[src/rtl/wave_seq_pkg.sv]
// Shared types and reset defaults for the wave step sequencer.
// Optional debug ports are enabled with WAVE_SEQ_DEBUG_EN.
package wave_seq_pkg;

    typedef enum logic {
        IDLE = 1'b0,
        RUN  = 1'b1
    } state_e;

    localparam int DEF_DUR = 10;

    function automatic logic def_level(input int idx);
        return ~idx[0];
    endfunction

endpackage

[src/rtl/wave_seq_if.sv]
// Host-side configuration, control and status bundle for the sequencer.
// Master is the host, slave is wave_seq_ctrl.
interface wave_seq_if #(
    parameter int STEPS = 4,
    parameter int CNT_W = 5,
    parameter int REP_W = 4
);
    localparam int AW = $clog2(STEPS);

    logic             cfg_we;
    logic [AW-1:0]    cfg_addr;
    logic             cfg_level;
    logic [CNT_W-1:0] cfg_dur;
    logic [AW-1:0]    last_step;
    logic [REP_W-1:0] repeat_cnt;
    logic             start;
    logic             stop;
    logic             q;
    logic             busy;
    logic             done;
    logic             cfg_err;

    modport master (
        output cfg_we, cfg_addr, cfg_level, cfg_dur,
        output last_step, repeat_cnt, start, stop,
        input  q, busy, done, cfg_err
    );

    modport slave (
        input  cfg_we, cfg_addr, cfg_level, cfg_dur,
        input  last_step, repeat_cnt, start, stop,
        output q, busy, done, cfg_err
    );

endinterface

[src/rtl/wave_seq_ctrl_table.sv]
// Step table: STEPS x (level, duration) registers, reset to the legacy
// 1/0/1/0 waveform, synchronous write, combinational read.
module wave_step_table
    import wave_seq_pkg::*;
#(
    parameter int STEPS = 4,
    parameter int CNT_W = 5
) (
    input  logic                     clk,
    input  logic                     rst_n,
    input  logic                     we,
    input  logic [$clog2(STEPS)-1:0] waddr,
    input  logic                     wlevel,
    input  logic [CNT_W-1:0]         wdur,
    input  logic [$clog2(STEPS)-1:0] raddr,
    output logic [STEPS-1:0]         level,
    output logic [CNT_W-1:0]         rdur
);

    logic [CNT_W-1:0] dur [STEPS];

    always_ff @(posedge clk or negedge rst_n) begin
        if (!rst_n) begin
            for (int i = 0; i < STEPS; i++) begin
                level[i] <= def_level(i);
                dur[i]   <= CNT_W'(DEF_DUR);
            end
        end else if (we) begin
            level[waddr] <= wlevel;
            dur[waddr]   <= wdur;
        end
    end

    assign rdur = dur[raddr];

endmodule

[src/rtl/wave_seq_ctrl.sv]
// Programmable step sequencer driving a single-bit waveform.
// WAVE_SEQ_DEBUG_EN exposes step/cnt/pass registers as dbg_* outputs.
module wave_seq_ctrl
    import wave_seq_pkg::*;
#(
    parameter int STEPS = 4,
    parameter int CNT_W = 5,
    parameter int REP_W = 4
) (
    input  logic clk,
    input  logic rst_n,
    wave_seq_if.slave bus
`ifdef WAVE_SEQ_DEBUG_EN
    ,
    output logic [$clog2(STEPS)-1:0] dbg_step,
    output logic [CNT_W-1:0]         dbg_cnt,
    output logic [REP_W-1:0]         dbg_pass
`endif
);

    localparam int AW = $clog2(STEPS);

    state_e           state, state_d;
    logic [AW-1:0]    step, step_d;
    logic [AW-1:0]    last_l, last_d;
    logic [AW-1:0]    nxt;
    logic [CNT_W-1:0] cnt, cnt_d;
    logic [REP_W-1:0] pass, pass_d;
    logic [REP_W-1:0] rep_l, rep_d;
    logic             q, q_d;
    logic             done, done_d;
    logic             cfg_err;
    logic [STEPS-1:0] lvl;
    logic [CNT_W-1:0] dur;

    wave_step_table #(
        .STEPS (STEPS),
        .CNT_W (CNT_W)
    ) u_table (
        .clk    (clk),
        .rst_n  (rst_n),
        .we     (bus.cfg_we && state == IDLE),
        .waddr  (bus.cfg_addr),
        .wlevel (bus.cfg_level),
        .wdur   (bus.cfg_dur),
        .raddr  (step),
        .level  (lvl),
        .rdur   (dur)
    );

    assign nxt = step + AW'(1);

    always_comb begin
        state_d = state;
        step_d  = step;
        last_d  = last_l;
        cnt_d   = cnt;
        pass_d  = pass;
        rep_d   = rep_l;
        q_d     = q;
        done_d  = 1'b0;
        unique case (state)
            IDLE: begin
                if (bus.start && !bus.stop) begin
                    state_d = RUN;
                    last_d  = bus.last_step;
                    rep_d   = bus.repeat_cnt;
                    step_d  = '0;
                    cnt_d   = '0;
                    pass_d  = REP_W'(1);
                    q_d     = lvl[0];
                end
            end
            RUN: begin
                // stop outranks every step/pass transition
                if (bus.stop) begin
                    state_d = IDLE;
                    q_d     = 1'b0;
                end else if (cnt != dur) begin
                    cnt_d = cnt + CNT_W'(1);
                end else if (step != last_l) begin
                    cnt_d  = '0;
                    step_d = nxt;
                    q_d    = lvl[nxt];
                end else if (rep_l != '0 && pass == rep_l) begin
                    state_d = IDLE;
                    q_d     = 1'b0;
                    done_d  = 1'b1;
                end else begin
                    step_d = '0;
                    cnt_d  = '0;
                    q_d    = lvl[0];
                    if (pass != '1) pass_d = pass + REP_W'(1);
                end
            end
        endcase
    end

    always_ff @(posedge clk or negedge rst_n) begin
        if (!rst_n) begin
            state   <= IDLE;
            step    <= '0;
            last_l  <= '0;
            cnt     <= '0;
            pass    <= '0;
            rep_l   <= '0;
            q       <= 1'b0;
            done    <= 1'b0;
            cfg_err <= 1'b0;
        end else begin
            state   <= state_d;
            step    <= step_d;
            last_l  <= last_d;
            cnt     <= cnt_d;
            pass    <= pass_d;
            rep_l   <= rep_d;
            q       <= q_d;
            done    <= done_d;
            cfg_err <= bus.cfg_we && state == RUN;
        end
    end

    assign bus.q       = q;
    assign bus.busy    = (state == RUN);
    assign bus.done    = done;
    assign bus.cfg_err = cfg_err;

`ifdef WAVE_SEQ_DEBUG_EN
    assign dbg_step = step;
    assign dbg_cnt  = cnt;
    assign dbg_pass = pass;
`endif

endmodule
[src/flat_wrapper.sv]
// flat-port wrapper written by rule: the top's interface ports become plain ports
module wave_seq_ctrl_flat import wave_seq_pkg::*;
#(
    parameter int STEPS = 4,
    parameter int CNT_W = 5,
    parameter int REP_W = 4
)
  (clk, rst_n, bus_cfg_we, bus_cfg_addr, bus_cfg_level, bus_cfg_dur, bus_last_step, bus_repeat_cnt, bus_start, bus_stop, bus_q, bus_busy, bus_done, bus_cfg_err);
  wave_seq_if #(.STEPS(STEPS), .CNT_W(CNT_W), .REP_W(REP_W)) bus_i ();
  input  logic clk;
  input  logic rst_n;
  input wire logic [$bits(bus_i.cfg_we)-1:0] bus_cfg_we;
  input wire logic [$bits(bus_i.cfg_addr)-1:0] bus_cfg_addr;
  input wire logic [$bits(bus_i.cfg_level)-1:0] bus_cfg_level;
  input wire logic [$bits(bus_i.cfg_dur)-1:0] bus_cfg_dur;
  input wire logic [$bits(bus_i.last_step)-1:0] bus_last_step;
  input wire logic [$bits(bus_i.repeat_cnt)-1:0] bus_repeat_cnt;
  input wire logic [$bits(bus_i.start)-1:0] bus_start;
  input wire logic [$bits(bus_i.stop)-1:0] bus_stop;
  output wire logic [$bits(bus_i.q)-1:0] bus_q;
  output wire logic [$bits(bus_i.busy)-1:0] bus_busy;
  output wire logic [$bits(bus_i.done)-1:0] bus_done;
  output wire logic [$bits(bus_i.cfg_err)-1:0] bus_cfg_err;
  assign bus_i.cfg_we = bus_cfg_we;
  assign bus_i.cfg_addr = bus_cfg_addr;
  assign bus_i.cfg_level = bus_cfg_level;
  assign bus_i.cfg_dur = bus_cfg_dur;
  assign bus_i.last_step = bus_last_step;
  assign bus_i.repeat_cnt = bus_repeat_cnt;
  assign bus_i.start = bus_start;
  assign bus_i.stop = bus_stop;
  assign bus_q = bus_i.q;
  assign bus_busy = bus_i.busy;
  assign bus_done = bus_i.done;
  assign bus_cfg_err = bus_i.cfg_err;
  wave_seq_ctrl #(.STEPS(STEPS), .CNT_W(CNT_W), .REP_W(REP_W)) u_core (.clk(clk), .rst_n(rst_n), .bus(bus_i));
endmodule
[config.mk]
export PLATFORM = sky130hd
export DESIGN_NAME = wave_seq_ctrl_flat
export DESIGN_NICKNAME = d
export VERILOG_FILES = /design/src/rtl/wave_seq_pkg.sv /design/src/rtl/wave_seq_if.sv /design/src/rtl/wave_seq_ctrl_table.sv /design/src/rtl/wave_seq_ctrl.sv /design/src/flat_wrapper.sv
export SDC_FILE = /design/constraint.sdc
export NUM_CORES = 1
export LEC_CHECK = 0
export BUFFER_PORTS_ARGS = -buffer_cell sky130_fd_sc_hd__buf_2
export CAP_MARGIN = 20
export CORE_ASPECT_RATIO = 1.2
export CORE_MARGIN = 4
export CORE_UTILIZATION = 40
export DETAILED_ROUTE_END_ITERATION = 12
export GPL_TIMING_DRIVEN = 0
export PLACE_DENSITY = 0.65
export SKIP_CTS_REPAIR_TIMING = 1
export SLEW_MARGIN = 25
export SYNTH_ARGS = -nofsm -noshare
export SYNTH_HDL_FRONTEND = slang
export SYNTH_SLANG_ARGS = --single-unit
[constraint.sdc]
create_clock -name clk -period 2 [get_ports clk]
set_input_delay 0.2 -clock clk [delete_from_list [all_inputs] [get_ports clk]]
set_output_delay 0.2 -clock clk [all_outputs]
set_load 0.02 [all_outputs]
==> impl_metrics.py <==
metrics = {
    "logic_synthesis": {
        "synth_most_common_cell": "dfrtp_1",
        "synth_cell_types": 47,
        "ys_seq_area_frac": 0.4764,
        "synth_warnings": 0,
        "synth_cells": 211,
        "synth-simple-area-share": 0.1466,
        "synthArstFlopShare": 1.000,
        "netlist.area_leader.share": 0.3665,
        "synth_xor_area_frac": 0.03665,
        "ys_top_cells_by_count": "dfrtp_1 (35), mux2_2 (27), nand2_1 (13)",
        "synth_top_family_by_area": "multiplexers",
        "synth.area.top_cells": "dfrtp_1 (37%), mux2_2 (13%), dfstp_2 (11%), mux2i_1 (4.6%), o21ai_0 (2.5%)",
        "synthesis.nets": 232,
        "synth-seq-cells": 45,
        "synth_edf_count": 0,
        "syn_area_mm2": 0.002390,
        "yosysTopAreaCell": "dfrtp_1",
        "synth.area.mux_share": 0.1827,
        "synthAdderAreaFrac": 0.01047,
        "synth_compound_area_frac": 0.1152,
        "syn_area_per_cell_um2": 11.33,
        "ys.flop_type": "dfrtp_1",
    },
    "floorplanning": {
        "die_height_um": 92.67,
        "core_area_mm2": 0.005743,
        "die_w_um": 78.56,
        "die-area_mm2": 0.007280,
        "io_pins": 23,
        "start_util": 0.4161,
        "std_cell_rows": 30,
    },
    "timing": {
        "worst_pin_slew_ns": 0.5640,
        "finalCritPeriodShare": 1.115,
        "min_period_ns": 2.229,
        "tns_ns": -1.252,
        "hold_viol": 0,
        "hold_ws_ns": 0.08815,
        "max_freq_ghz": 0.4486,
        "setup_viol": 13,
        "layout_setup_ws_ns": -0.2293,
        "drv_slew": 0,
        "rsz0062_at_grt": "yes",
        "worst_clock_skew_ns": 0.01546,
        "max-slew-margin-rel": 0.6240,
    },
    "clock_network": {
        "cts_buffers": 5,
        "clock_sinks": 45,
        "cts_root_buf": "clkbuf_8",
        "clock_path_buffers": 2,
        "cts.htree.levels": 2,
        "clkTransAtPathRegs_ns": 0.10,
        "cts_tree": "yes",
        "clk_latency_ns": 0.31,
    },
    "global_route": {
        "grt_pass1_vias": 1676,
        "grt.busiest_layer": "met2",
        "gr-usage-met1": 0.1769,
        "grt_use_total": 0.1417,
        "grt_max_degree": 46,
        "grt_use_met3": 0.03599,
        "antenna_found_initial": 0,
        "grt_use_met2": 0.2365,
        "grt_pass1_wl_um": 8100,
        "overflow": 0,
    },
    "place": {
        "dpl_cell_area_mm2": 0.002621,
        "hpwl_um": 3482,
        "place.gp.congestion": 0.7566,
        "numPortBuffers": 22,
        "dp_slack_ns": -0.2737,
        "dp_cells": 313,
    },
    "drt": {
        "drc": 0,
        "vias": 1745,
        "wl_per_cell_um": 14.88,
        "avgViaCountPerCell": 5.225,
        "dr.pass1.iters": 4,
        "detail-route-antenna-nets": 0,
        "dr.first_iter.drc_count": 44,
        "drt-total-wl_um": 4971,
    },
    "critical_path": {
        "cp-endpoint": "u_core.pass[2]",
        "regToRegStartpoint": "u_core.step[0]",
        "r2r-end": "u_core.pass[2]",
        "required_ns": 2.21,
        "ff2ff_setup_slack_ns": -0.23,
        "crit_start": "u_core.step[0]",
        "critPathLaunchType": "register",
        "worstPathArrival_ns": 2.43,
        "reg2regPathDepth": 6,
        "crit_type": "register to register",
        "end_kind": "register",
        "crit_fanout": 8,
    },
    "power_and_ir_drop": {
        "switchingPower_uw": 904.8,
        "sw_frac_of_total": 0.3317,
        "leakage_uw": 0.001232,
        "clockPowerShare": 0.224,
        "pwr-share-comb": 0.296,
        "power_frac_seq": 0.480,
        "intPower_uw": 1823,
        "vdd_drop_max_uv": 614.9,
        "power.density_mw_per_mm2": 926.4,
    },
    "layout": {
        "final_layout_size_suffix_gt1_frac": 0.4291,
        "layout.cells.non_filler": 334,
        "nNetsFinal": 274,
        "synthToLayoutAreaGrowth_pct": 23.19,
        "num_antenna_cells": 0,
        "stdcell_area_mm2": 0.002944,
    },
    "run": {
        "cap_viol_max_count": 0,
    },
    "min_path": {
        "hp-class": "input port to register",
    },
    "status": {
        "outcome": "finished, violations left",
        "violations": "setup timing",
    },
}
==> metal layers <==
metal  routed length (um)  vias up  share of wire
met5                    0        -              0
met4                   67        0          0.013
met3                  163        7          0.033
met2                 2489       27           0.50
met1                 2251      866           0.45
li1                     -      845              -
==> kinds of logic (layout without fill, tap and decap cells) <==
| kind of cell | after synthesis | count (layout) |
|---|---|---|
| XOR/XNOR | 10 | 10 |
| AO/OA/AOI/OAI | 40 | 40 |
| buffers and inverters | 15 | 58 |
| multiplexers | 39 | 39 |
| flip-flops | 45 | 45 |
| adder cells (fa/ha/maj) | 2 | 2 |
| AND/OR/NAND/NOR | 60 | 60 |
==> state kept, by name, summed over array words and instances, names as in the netlist <==
signal	flops
u_core.bus.busy	1
u_core.cnt	5
u_core.step	2
u_core.bus.done	1
u_core.u_table.level	4
u_core.pass	4
u_core.bus.cfg_err	1
u_core.u_table.dur	20
u_core.rep_l	4
u_core.bus.q	1
u_core.last_l	2
==> worst max-delay path, stage by stage, from the launching register on <==
cell and delay [ns]:
dfrtp_2 0.46, mux4_2 0.59, xnor2_2 0.21, o21ai_4 0.13, nor3b_4 0.34, a21oi_1 0.13, a221o_1 0.26
==> layout by cell type, fill, tap and decap left out, drive strengths merged, types with 2 or more instances in the layout <==
master | Yosys | final
nand2b | 6 | 6
xor2 | 6 | 6
nand4b | 2 | 2
clkinv | 0 | 2
and2 | 2 | 2
nor3 | 4 | 4
or2 | 2 | 2
a21oi | 6 | 6
o22ai | 3 | 3
nand3 | 5 | 5
inv | 9 | 9
a21o | 2 | 2
xnor2 | 4 | 4
ha | 2 | 2
nand2 | 13 | 13
mux2i | 11 | 11
a32o | 2 | 2
clkbuf | 3 | 10
nor2b | 4 | 4
o211a | 2 | 2
mux2 | 27 | 27
o21ai | 13 | 13
nor3b | 3 | 3
buf | 3 | 36
a211oi | 3 | 3
nor4 | 3 | 3
dfrtp | 35 | 35
nor2 | 12 | 12
dfstp | 10 | 10
a31oi | 3 | 3
==> metrics by stage <==
step | power [uW] | utilization
floorplan | 1813 | -
global placement | 1980 | 0.4564
finish | 2727 | 0.5126
detailed placement | 2006 | 0.4564
global route | 2893 | 0.5126
CTS | 2609 | 0.4732
==> worst min path at each step <==
stage,start,to,cells past startpoint
2_1_floorplan,rst_n,u_core.bus.busy,0
5_1_grt,bus_last_step[0],u_core.last_l[0],3
6_report,bus_last_step[0],u_core.last_l[0],3
3_5_place_dp,bus_last_step[0],u_core.last_l[0],3
4_1_cts,bus_last_step[0],u_core.last_l[0],3
3_3_place_gp,bus_last_step[1],u_core.last_l[1],3
==> area by class of cell <==
cell class / count / area (um^2)
Multi-Input combinational cell: 151 / 1306
Fill cell: 541 / 2799
Inverter: 9 / 33.78
Timing Repair Buffer: 35 / 216.5
Clock buffer: 6 / 82.58
Clock inverter: 2 / 13.76
Tap cell: 80 / 100.1
Sequential cell: 45 / 1140
Buffer: 6 / 51.30
==> power groups by stage <==
stage,sequential [uW],combinational (uW),clock (uW)
2_1_floorplan,1270,547,0
3_3_place_gp,1300,680,0
3_5_place_dp,1310,696,0
4_1_cts,1290,699,618
5_1_grt,1330,897,661
6_report,1310,808,610
(Power assumes the default switching activity.)
